==> src/rtl/alg_amba_vip_base_delay_pkg.sv <==
// Shared types, LFSR constants and delay-range helpers for the VIP delay-line schedulers.
package alg_amba_vip_base_delay_pkg;

  localparam int unsigned DLY_W  = 16;
  localparam int unsigned LFSR_W = 32;

  localparam logic [LFSR_W-1:0] LFSR_POLY  = 32'h8020_0003;
  localparam logic [LFSR_W-1:0] LFSR_RESET = 32'h0000_0001;

  typedef enum logic [1:0] {
    MODE_FIXED  = 2'd0,
    MODE_SWEEP  = 2'd1,
    MODE_RANDOM = 2'd2,
    MODE_RSVD   = 2'd3
  } sched_mode_e;

  typedef enum logic [1:0] {
    ST_IDLE  = 2'd0,
    ST_ISSUE = 2'd1,
    ST_FILL  = 2'd2,
    ST_DRAIN = 2'd3
  } sched_state_e;

  typedef struct packed {
    logic [DLY_W-1:0] lo;
    logic [DLY_W-1:0] hi;
  } dly_bounds_t;

  // Upper bound never falls below the lower bound.
  function automatic dly_bounds_t eff_bounds(logic [DLY_W-1:0] cmin, logic [DLY_W-1:0] cmax);
    dly_bounds_t b;
    b.lo = cmin;
    b.hi = (cmax > cmin) ? cmax : cmin;
    return b;
  endfunction

  // Folds a raw random word into [lo,hi] with a power-of-two mask and one subtract.
  function automatic logic [DLY_W-1:0] range_map(logic [DLY_W-1:0] rnd, dly_bounds_t b);
    logic [DLY_W-1:0] span;
    logic [DLY_W-1:0] mask;
    logic [DLY_W-1:0] r;
    span = b.hi - b.lo;
    mask = span | (span >> 1);
    mask = mask | (mask >> 2);
    mask = mask | (mask >> 4);
    mask = mask | (mask >> 8);
    r    = rnd & mask;
    if (r > span) r = r - (span + DLY_W'(1));
    return b.lo + r;
  endfunction

endpackage

==> src/rtl/alg_amba_vip_base_delayline_sched_if.sv <==
// Window handshake between the scheduler (master) and one delay-line channel (slave).
interface alg_amba_vip_base_delayline_sched_if #(
  parameter int unsigned FIFO_LOG2 = 6
) ();
  logic                 len_valid;
  logic [15:0]          len_value;
  logic [FIFO_LOG2-1:0] nb_req;
  logic                 full_req;
  logic                 need_len;

  modport master (output len_valid, len_value, nb_req, input full_req, need_len);
  modport slave  (input len_valid, len_value, nb_req, output full_req, need_len);
endinterface

==> src/rtl/alg_amba_vip_base_lfsr32.sv <==
// 32-bit Galois LFSR with seed load (zero seed maps to the reset value) and single-step.
module alg_amba_vip_base_lfsr32
  import alg_amba_vip_base_delay_pkg::*;
(
  input  logic              clk,
  input  logic              rstn,
  input  logic              load,
  input  logic              step,
  input  logic [LFSR_W-1:0] seed,
  output logic [LFSR_W-1:0] value
);

  always_ff @(posedge clk) begin
    if (!rstn) begin
      value <= LFSR_RESET;
    end else if (load) begin
      value <= (seed == '0) ? LFSR_RESET : seed;
    end else if (step) begin
      value <= value[0] ? ((value >> 1) ^ LFSR_POLY) : (value >> 1);
    end
  end

endmodule

==> src/rtl/alg_amba_vip_base_delayline_sched.sv <==
// Delay-line channel scheduler: opens one window at a time with a fixed, swept or random delay.
module alg_amba_vip_base_delayline_sched
  import alg_amba_vip_base_delay_pkg::*;
#(
  parameter int unsigned SHIFT_LOG2 = 6,
  parameter int unsigned FIFO_LOG2  = 6
) (
  input  logic                 clk,
  input  logic                 rstn,
  input  logic                 enable,
  input  logic [1:0]           cfg_mode,
  input  logic [DLY_W-1:0]     cfg_min,
  input  logic [DLY_W-1:0]     cfg_max,
  input  logic [FIFO_LOG2-1:0] cfg_nb_req,
  input  logic [LFSR_W-1:0]    cfg_seed,
  input  logic                 cfg_seed_ld,
  input  logic [15:0]          cfg_timeout,
  alg_amba_vip_base_delayline_sched_if.master ch,
  output logic                 busy,
  output logic [31:0]          win_cnt,
  output logic                 timeout_err
);

  localparam logic [DLY_W-1:0] LEN_SAT = DLY_W'((32'd1 << SHIFT_LOG2) - 32'd1);

  sched_state_e         state, state_nxt;
  logic                 wd_expire_c;
  logic [15:0]          wd_cnt;
  logic [15:0]          to_lat;
  logic [DLY_W-1:0]     ptr;
  logic                 sweep_reload;
  logic [LFSR_W-1:0]    lfsr;
  logic                 len_valid_q;
  logic [DLY_W-1:0]     len_value_q;
  logic [FIFO_LOG2-1:0] nb_req_q;
  dly_bounds_t          bnd_c;
  logic [DLY_W-1:0]     sweep_cur_c;
  logic [DLY_W-1:0]     win_val_c;
  logic [DLY_W-1:0]     win_sat_c;
  logic [FIFO_LOG2-1:0] nb_eff_c;
  logic                 unused_lfsr_hi;

  assign ch.len_valid = len_valid_q;
  assign ch.len_value = len_value_q;
  assign ch.nb_req    = nb_req_q;
  assign unused_lfsr_hi = ^lfsr[LFSR_W-1:DLY_W];

  alg_amba_vip_base_lfsr32 u_lfsr (
    .clk   (clk),
    .rstn  (rstn),
    .load  (cfg_seed_ld),
    .step  (state == ST_ISSUE),
    .seed  (cfg_seed),
    .value (lfsr)
  );

  always_ff @(posedge clk) begin
    if (!rstn) state <= ST_IDLE;
    else       state <= state_nxt;
  end

  // Window sequencing; the watchdog closes a stuck window like need_len would.
  always_comb begin
    state_nxt   = state;
    wd_expire_c = 1'b0;
    if ((state == ST_FILL) || (state == ST_DRAIN)) begin
      wd_expire_c = (to_lat != 16'd0) && (16'(wd_cnt + 16'd1) == to_lat);
    end
    case (state)
      ST_IDLE:  if (enable) state_nxt = ST_ISSUE;
      ST_ISSUE: state_nxt = ST_FILL;
      ST_FILL: begin
        if (ch.need_len || wd_expire_c) state_nxt = enable ? ST_ISSUE : ST_IDLE;
        else if (ch.full_req)           state_nxt = ST_DRAIN;
      end
      ST_DRAIN: begin
        if (ch.need_len || wd_expire_c) state_nxt = enable ? ST_ISSUE : ST_IDLE;
      end
      default:  state_nxt = ST_IDLE;
    endcase
  end

  // Delay value for the window being issued, from the live configuration.
  always_comb begin
    bnd_c       = eff_bounds(cfg_min, cfg_max);
    sweep_cur_c = (sweep_reload || (ptr < bnd_c.lo) || (ptr > bnd_c.hi)) ? bnd_c.lo : ptr;
    win_val_c   = bnd_c.lo;
    case (sched_mode_e'(cfg_mode))
      MODE_SWEEP:  win_val_c = sweep_cur_c;
      MODE_RANDOM: win_val_c = range_map(lfsr[DLY_W-1:0], bnd_c);
      default:     win_val_c = bnd_c.lo;
    endcase
    win_sat_c = (win_val_c > LEN_SAT) ? LEN_SAT : win_val_c;
    nb_eff_c  = (cfg_nb_req == '0) ? FIFO_LOG2'(1) : cfg_nb_req;
  end

  always_ff @(posedge clk) begin
    if (!rstn) begin
      len_valid_q  <= 1'b0;
      len_value_q  <= '0;
      nb_req_q     <= '0;
      busy         <= 1'b0;
      win_cnt      <= 32'd0;
      timeout_err  <= 1'b0;
      wd_cnt       <= 16'd0;
      to_lat       <= 16'd0;
      ptr          <= cfg_min;
      sweep_reload <= 1'b1;
    end else begin
      len_valid_q <= (state == ST_ISSUE);
      busy        <= (state_nxt != ST_IDLE);
      if (state == ST_IDLE) sweep_reload <= 1'b1;
      if (state == ST_ISSUE) begin
        len_value_q  <= win_sat_c;
        nb_req_q     <= nb_eff_c;
        win_cnt      <= win_cnt + 32'd1;
        wd_cnt       <= 16'd0;
        to_lat       <= cfg_timeout;
        sweep_reload <= 1'b0;
        if (sched_mode_e'(cfg_mode) == MODE_SWEEP) begin
          ptr <= (sweep_cur_c >= bnd_c.hi) ? bnd_c.lo : sweep_cur_c + DLY_W'(1);
        end
      end else if ((state == ST_FILL) || (state == ST_DRAIN)) begin
        wd_cnt <= wd_cnt + 16'd1;
      end
      if (wd_expire_c) timeout_err <= 1'b1;
    end
  end

endmodule

==> src/flat_wrapper.sv <==
// flat-port wrapper written by rule: the top's interface ports become plain ports
module alg_amba_vip_base_delayline_sched_flat import alg_amba_vip_base_delay_pkg::*;
#(
  parameter int unsigned SHIFT_LOG2 = 6,
  parameter int unsigned FIFO_LOG2  = 6
)
  (clk, rstn, enable, cfg_mode, cfg_min, cfg_max, cfg_nb_req, cfg_seed, cfg_seed_ld, cfg_timeout, busy, win_cnt, timeout_err, ch_len_valid, ch_len_value, ch_nb_req, ch_full_req, ch_need_len);
  alg_amba_vip_base_delayline_sched_if #(.FIFO_LOG2(FIFO_LOG2)) ch_i ();
  input  logic clk;
  input  logic rstn;
  input  logic enable;
  input  logic [1:0] cfg_mode;
  input  logic [DLY_W-1:0] cfg_min;
  input  logic [DLY_W-1:0] cfg_max;
  input  logic [FIFO_LOG2-1:0] cfg_nb_req;
  input  logic [LFSR_W-1:0] cfg_seed;
  input  logic cfg_seed_ld;
  input  logic [15:0] cfg_timeout;
  output logic busy;
  output logic [31:0] win_cnt;
  output logic timeout_err;
  output wire logic [$bits(ch_i.len_valid)-1:0] ch_len_valid;
  output wire logic [$bits(ch_i.len_value)-1:0] ch_len_value;
  output wire logic [$bits(ch_i.nb_req)-1:0] ch_nb_req;
  input wire logic [$bits(ch_i.full_req)-1:0] ch_full_req;
  input wire logic [$bits(ch_i.need_len)-1:0] ch_need_len;
  assign ch_len_valid = ch_i.len_valid;
  assign ch_len_value = ch_i.len_value;
  assign ch_nb_req = ch_i.nb_req;
  assign ch_i.full_req = ch_full_req;
  assign ch_i.need_len = ch_need_len;
  alg_amba_vip_base_delayline_sched #(.SHIFT_LOG2(SHIFT_LOG2), .FIFO_LOG2(FIFO_LOG2)) u_core (.clk(clk), .rstn(rstn), .enable(enable), .cfg_mode(cfg_mode), .cfg_min(cfg_min), .cfg_max(cfg_max), .cfg_nb_req(cfg_nb_req), .cfg_seed(cfg_seed), .cfg_seed_ld(cfg_seed_ld), .cfg_timeout(cfg_timeout), .ch(ch_i), .busy(busy), .win_cnt(win_cnt), .timeout_err(timeout_err));
endmodule
==> config.mk <==
export PLATFORM = sky130hd
export DESIGN_NAME = alg_amba_vip_base_delayline_sched_flat
export DESIGN_NICKNAME = d
export VERILOG_FILES = /design/src/rtl/alg_amba_vip_base_delay_pkg.sv /design/src/rtl/alg_amba_vip_base_delayline_sched_if.sv /design/src/rtl/alg_amba_vip_base_lfsr32.sv /design/src/rtl/alg_amba_vip_base_delayline_sched.sv /design/src/flat_wrapper.sv
export SDC_FILE = /design/constraint.sdc
export NUM_CORES = 1
export LEC_CHECK = 0
export ABC_AREA = 1
export CORE_MARGIN = 2
export CORE_UTILIZATION = 30
export DETAILED_ROUTE_END_ITERATION = 16
export PLACE_DENSITY = 0.49
export SLEW_MARGIN = 10
export SYNTH_ARGS = -nofsm -noshare
export SYNTH_HDL_FRONTEND = slang
export SYNTH_SLANG_ARGS = --single-unit
==> constraint.sdc <==
create_clock -name clk -period 10.4 [get_ports clk]
set_input_delay 2.6 -clock clk [delete_from_list [all_inputs] [get_ports clk]]
set_output_delay 2.6 -clock clk [all_outputs]
set_load 0.03 [all_outputs]
# Yosys cells after proc, flatten, opt, wreduce, memory -nomap -nowiden
# Cells that the tools add are included.
# Widths: inputs -> output; s select.
totals:
  in_bits: 94
  register_bits: 140
  output_inout_bits: 57
  word_cells: 78
op_classes:
  bitwise: 7
  magnitude_cmp: 6
  addsub: 7
  muxes: 24
  n_reduce_logical: 14
  n_eq_ne: 8
op_table:
  columns: ["operator", "count"]
  rows:
  - ["$mux 16", 9]
  - ["$mux 32", 4]
  - ["$add 16x1->16 const B", 3]
  - ["$gt 16x16->1", 3]
  - ["$add 32x1->32 const B", 1]
  - ["$logic_not 32->1", 1]
  - ["$pmux 16 s2", 1]
  - ["$sub 16x16->16", 2]
  - ["$add 16x16->16", 1]
  - ["$and 16x16->16", 1]
  - ["$eq 16x16->1", 1]
  - ["$ge 16x16->1", 1]
  - ["$gt 16x6->1 const B", 1]
  - ["$lt 16x16->1", 1]
  - ["$or 16x12->16", 1]
  - ["$or 16x14->16", 1]
  - ["$or 16x15->16", 1]
  - ["$or 16x8->16", 1]
  - ["$reduce_bool 16->1", 1]
  - ["$mux 2", 4]
  - ["$pmux 2 s4", 1]
  - ["$eq 2x2->1 const B", 3]
  - ["$logic_not 6->1", 1]
  - ["$mux 6", 1]
  - ["11 further kinds", 21]

# Logic depth before layout (Yosys ltp)
depth:
  depth_word: 15
  depth_mapped: 71
  ltp_nobuf: 69

# Cells and area by module
# A second synthesis with hierarchy kept.
unflattened:
  cells_unflattened: 1719
  area_unflattened_um2: 11538.6
modules_own_cells:
  columns: ["module", "seq_area_each_um2", "area_per_inst_um2", "cells_per_inst", "instances"]
  rows:
  - ["alg_amba_vip_base_delayline_sched", 2322.2, 9977.1, 1500, 1]
  - ["alg_amba_vip_base_lfsr32", 640.6, 1561.5, 219, 1]

# Worst setup path before layout
# No wires, ideal clock.
synth_path:
  path_kind: "input port to flip-flop"
  start: "input port cfg_min[15]"
  end: "register u_core.len_value_q[0] (netlist: u_core.ch.len_value[0])"
  t_required_ns: 10.288
  arrival_ns: 9.738
  stages: 59
  slack_ns: 0.550
  setup_time_ns: 0.112
  path_cell_list: "inv_1 > ha_1 > nand2_1 > nor3_1 > nand3_1 > nand2_1 > clkbuf_1 > nand2_1 > o21ai_0 > inv_1 > ha_1 > fa_1 > o21a_2 > o21ai_4 > nand3_2 > nand2_2 > xor2_4 > nand3_2 > (+23 left out) > inv_1 > nand2_1 > nand2_1 > nand2_1 > a21oi_1 > or2_2 > nand3_1 > nand2_1 > o21ai_1 > nand2_1 > nor2_1 > nand2_1 > nor2_1 > nand2_1 > nand2_2 > nand2_1 > nand2_1 > nand2_1"
synth_via:
  elab_chain_cells: 15
synth_lines:
  columns: ["element", "line", "source"]
  rows:
  - ["from (decl)", "flat_wrapper.sv:13", "input logic [DLY_W-1:0] cfg_min;"]
  - ["parallel branches: the longest is 12 deep, another holds $gt 16x16->1", null, null]
  - ["$pmux 16 s2 (*)", "alg_amba_vip_base_delayline_sched.sv:88", "case (sched_mode_e'(cfg_mode))"]
  - ["$gt 16x6->1", "alg_amba_vip_base_delayline_sched.sv:93", "win_sat_c = (win_val_c > LEN_SAT) ? LEN_SAT : win_val_c;"]
  - ["$mux 16 (*)", "alg_amba_vip_base_delayline_sched.sv:93", null]
  - ["to (signal assigned)", "alg_amba_vip_base_delayline_sched.sv:114", "len_value_q <= win_sat_c;"]
  - ["to (decl)", "alg_amba_vip_base_delayline_sched.sv:34", "logic [DLY_W-1:0] len_value_q;"]
# Mark *: on every way between the ends. The select of a mux whose other input is x is not followed.
# A chain may end at the register's enable or synchronous reset.

# Worst setup path in the final report
layout_path:
  start: "input port cfg_min[9]"
  end: "register u_core.len_value_q[0] (netlist: u_core.ch.len_value[0])"
# Same word-level chain as after synthesis.

==> reports/summary.txt <==
========================================================================================================
Switching power total                                                                         0.000954 W
Area growth from synthesis to layout                                                               42.6%
Worst-Skew Late Latency                                                                          0.43 ns
Max H-tree Level                                                                                       4
Core outline area                                                                           0.0375 sq mm
Width of the chip                                                                            199 microns
Hold Fails Final Rpt                                                                                   0
Beginning of the worst hold path                                                            u_core.ch.len_value[11]$_SDFFE_PN0P_
Total nets after synthesis                                                                          1879
PnR Total Power                                                                                0.00248 W
Ratio of routed vias to standard cells                                                              4.74
TritonCTS Sinks                                                                                      140
Most frequent cell after synthesis                                                               nand2_1
Worst-path cell with the longest stage delay                                                        fa_2
Post-synthesis sequential element count                                                              140
Adder-cell share of the synthesized area                                                           13.2%
Synthesized cell area                                                                       0.0114 sq mm
Crit start category                                                                            input pin
Most frequent CP cell                                                                            nand2_1
Die area                                                                                    0.0394 sq mm
GRT Resource Usage Total                                                                           19.5%
Number of enable flip-flop cells after synthesis                                                      16
Most used flip-flop cell after synthesis                                                         dfxtp_1
Data arrival time of the critical path                                                          10.17 ns
Layout cells sized above 1                                                                         20.0%
Count of warnings emitted by yosys                                                                     0
Sink of the worst hold path                                                                 u_core.ch.len_value[11]$_SDFFE_PN0P_
Syn avg cell area                                                                             6.81 sq um
Total negative slack for setup checks                                                               0 ns
Fmax achieved                                                                                    101 MHz
Number of global-route vias before repair                                                          11500
Post-synthesis cell type with the largest combined area                                          dfxtp_1
Post-CTS clock slew at the launch and capture registers of the worst setup and hold paths        0.07 ns
Portion of the post-synthesis area used by sequential elements                                     26.1%
Sort of element at the end of the critical path                                                flip-flop
Final global-route overflow total                                                                      0
Post-synthesis instance total                                                                       1667
Reg-to-reg startpoint                                                                       u_core.ptr[15]$_DFFE_PP_
Share of synthesized area spent on multiplexers                                                       0%
Power density normalized to cell area                                                        153 mW/mm^2
Leakage Power                                                                                    7.48 nW
Setup Skew                                                                                     0.0180 ns
Num CTS Buffers                                                                                       17
Number of filler cells placed in the layout                                                         3973
Number of port buffers                                                                               150
Maximum cell stage delay along the critical path                                                 0.39 ns
Sequential cell fraction of total power                                                            25.0%
Non-Filler Instances                                                                                2542
CTS max path bufs                                                                                      2
Number of max-slew violations in the final report                                                      0
Proportion of netlist area held by the largest area contributor                                    21.9%
Number of remaining DRC errors                                                                         0
Combinational share of power                                                                       49.2%
IO Count                                                                                             151
Top cells by count, synth                                                                   nand2_1 (326), inv_1 (232), nor2_1 (154), o21ai_0 (129), a21oi_1 (127)
Cell row count                                                                                        71
Area fraction in compound gates after synthesis                                                    17.3%
Netlist cell types                                                                                    58
Detailed placer's ending HPWL                                                                    30.2 mm
Initial cell density of the core                                                                   30.3%
Outcome                                                                                     finished, final reports clean
Vias                                                                                               12000
Placed insts                                                                                        2497
Depth of the worst hold-timing path                                                                    2
Routed wire length                                                                               38.8 mm
Async S/R FF share, synth                                                                             0%
First-pass GRT wire length                                                                       60.1 mm
Antenna-violating nets left                                                                            0
Net count, final                                                                                    2229
Xor-xnor portion of the synthesized cell area                                                      4.79%
Time the worst path needs with I/O delays and setup                                              9.86 ns
Critical-path maximum fanout                                                                           8
Placer Congestion                                                                                  0.851
Initial antenna violation count                                                                        1
Combinational family with the most area after synthesis                                     simple AND/OR/NAND/NOR gates
Length in cells of the worst reg-to-reg path                                                          26
Maximum resistive drop on vdd                                                                0.0000872 V
TritonCTS clock tree                                                                                done
Pin count of the biggest net entering global routing                                                  56
Internal Power                                                                                 0.00152 W
CP Data Required Time                                                                           10.71 ns
Hold-fix buffers, CTS                                                                                  0
Capture point of the worst reg-to-reg path                                                  u_core.ptr[15]$_DFFE_PP_
Synth top area cells                                                                        dfxtp_1 (22%), ha_1 (13%), nand2_1 (11%), inv_1 (7.7%), o21ai_0 (5.7%)
CTS root buf                                                                                   clkbuf_16
Vertical die dimension                                                                       199 microns
Part of the total power dissipated in the clock network                                            25.7%
Setup slack of the most critical reg-to-reg path                                                 5.33 ns
Kind of critical path                                                                       input pin to flip-flop
Initial drt markers                                                                                  710
Post-detailed-route wirelength per cell                                                     15.3 microns
Net switching share of the total power                                                             38.5%
Total iterations of the first detailed-routing run                                                     5
Max_cap viols                                                                                          0
Transition at the pin with the smallest max-transition slack                                    0.970 ns
Path type of the worst min-delay path                                                       flip-flop to flip-flop
Period utilization                                                                                 94.8%
Total setup violations reported at the end of the flow                                                 0
Area fraction in and, or, nand and nor cells after synthesis                                       28.5%
Max_slew headroom                                                                                  35.2%
========================================================================================================
[cell type report]
class / instances / area (sq um) / area share [%]
timing repair buffer: 377 / 3360 / 20.7
multi-input combinational: 1241 / 7730 / 47.7
inverter: 240 / 906 / 5.59
sequential: 140 / 2960 / 18.3
antenna: 1 / 2.50 / 0.0155
clock buffer: 17 / 425 / 2.63
tap: 511 / 639 / 3.95
clock inverter: 15 / 173 / 1.07
[worst max-delay path by stage]
stage                startpoint  cells after the start                             endpoint
finish               cfg_min[9]                     63  u_core.ch.len_value[0]$_SDFFE_PN0P_
CTS                 cfg_min[11]                     63  u_core.ch.len_value[3]$_SDFFE_PN0P_
floorplan           cfg_min[15]                     59  u_core.ch.len_value[0]$_SDFFE_PN0P_
global placement     cfg_min[3]                     57  u_core.ch.len_value[4]$_SDFFE_PN0P_
global route         cfg_min[9]                     63  u_core.ch.len_value[1]$_SDFFE_PN0P_
detailed placement   cfg_min[3]                     61  u_core.ch.len_value[3]$_SDFFE_PN0P_
[metrics by stage]
step	area (sq um)	util, %	hold WS, ns	setup slack (ns)
5_1_grt	16200	43.2	0.461	-0.00942
4_1_cts	15600	41.6	0.440	0.0200
6_report	16200	43.2	0.439	0.538
3_3_place_gp	14900	39.7	0.426	-0.586
2_1_floorplan	11400	-	0.450	0.550
3_5_place_dp	14900	39.7	0.428	-0.644
[registers in the layout, summed over array words and instances (netlist names)]
name / count
u_core.ch.len_valid: 1
u_core.timeout_err: 1
u_core.busy: 1
u_core.u_lfsr.value: 32
u_core.ch.len_value: 16
u_core.to_lat: 16
u_core.state: 2
u_core.sweep_reload: 1
u_core.wd_cnt: 16
u_core.ptr: 16
u_core.win_cnt: 32
u_core.ch.nb_req: 6
[cells in the final DEF (no fill, tap or decap), types with 4 or more instances in the layout]
master and count:
nor3_2 8, nor4_1 44, ha_4 13, edfxtp_1 16, nand2_2 22, o21ai_1 33
o21bai_1 11, inv_1 220, nor2_2 12, or2_2 5, inv_6 7, o21a_1 9
buf_4 220, xor2_1 40, xnor2_1 18, o31ai_1 4, nand2_1 309, o21ai_0 104
nand3_1 57, a21oi_2 20, dfxtp_1 124, inv_8 4, dlymetal6s2s_1 32, nor3_1 50
nor2_4 5, a21oi_1 106, o211ai_1 6, ha_1 102, clkbuf_16 19, a22o_1 12
clkdlybuf4s50_1 118, nand4_1 32, nand3_2 8, a21o_1 4, inv_2 17, nand2_4 7
o21ai_2 9, nor2_1 145
[power groups by stage]
| stage | Sequential, W | Clock (W) | Combinational, W |
|---|---|---|---|
| floorplan | 0.000629 | 0 | 0.000611 |
| global placement | 0.000632 | 0 | 0.00111 |
| detailed placement | 0.000632 | 0 | 0.00111 |
| CTS | 0.000620 | 0.000655 | 0.00114 |
| global route | 0.000625 | 0.000680 | 0.00135 |
| finish | 0.000620 | 0.000638 | 0.00122 |
[critical path: cells and delay by family]
family / cells / cell delay, ns
simple gates: 32 / 2.99
compound gates: 13 / 1.70
fa+ha+maj: 5 / 1.42
buf+inv: 12 / 1.28
xor+xnor: 1 / 0.15
[cell families after synthesis]
family,after synthesis
simple gates,716
flops,140
buf+inv,286
xor+xnor,60
compound gates,347
fa+ha+maj,118
[per-layer routing]
layer	routed length (microns)	vias up	part of all wire (%)	track usage, %
li1	-	6307	-	-
met1	18100	5497	47	25.4
met5	0	-	0	0
met2	18300	211	47	32.8
met4	601	0	1.6	4.75
met3	1700	33	4.4	3.87
[repair_timing]
action,CTS,global route
setup endpoints to repair,6,6
hold endpoints to repair,0,0
pin swaps,20,54
cloned,0,2
resized for setup,37,131
setup buffers,3,8
(Power assumes the default switching activity.)
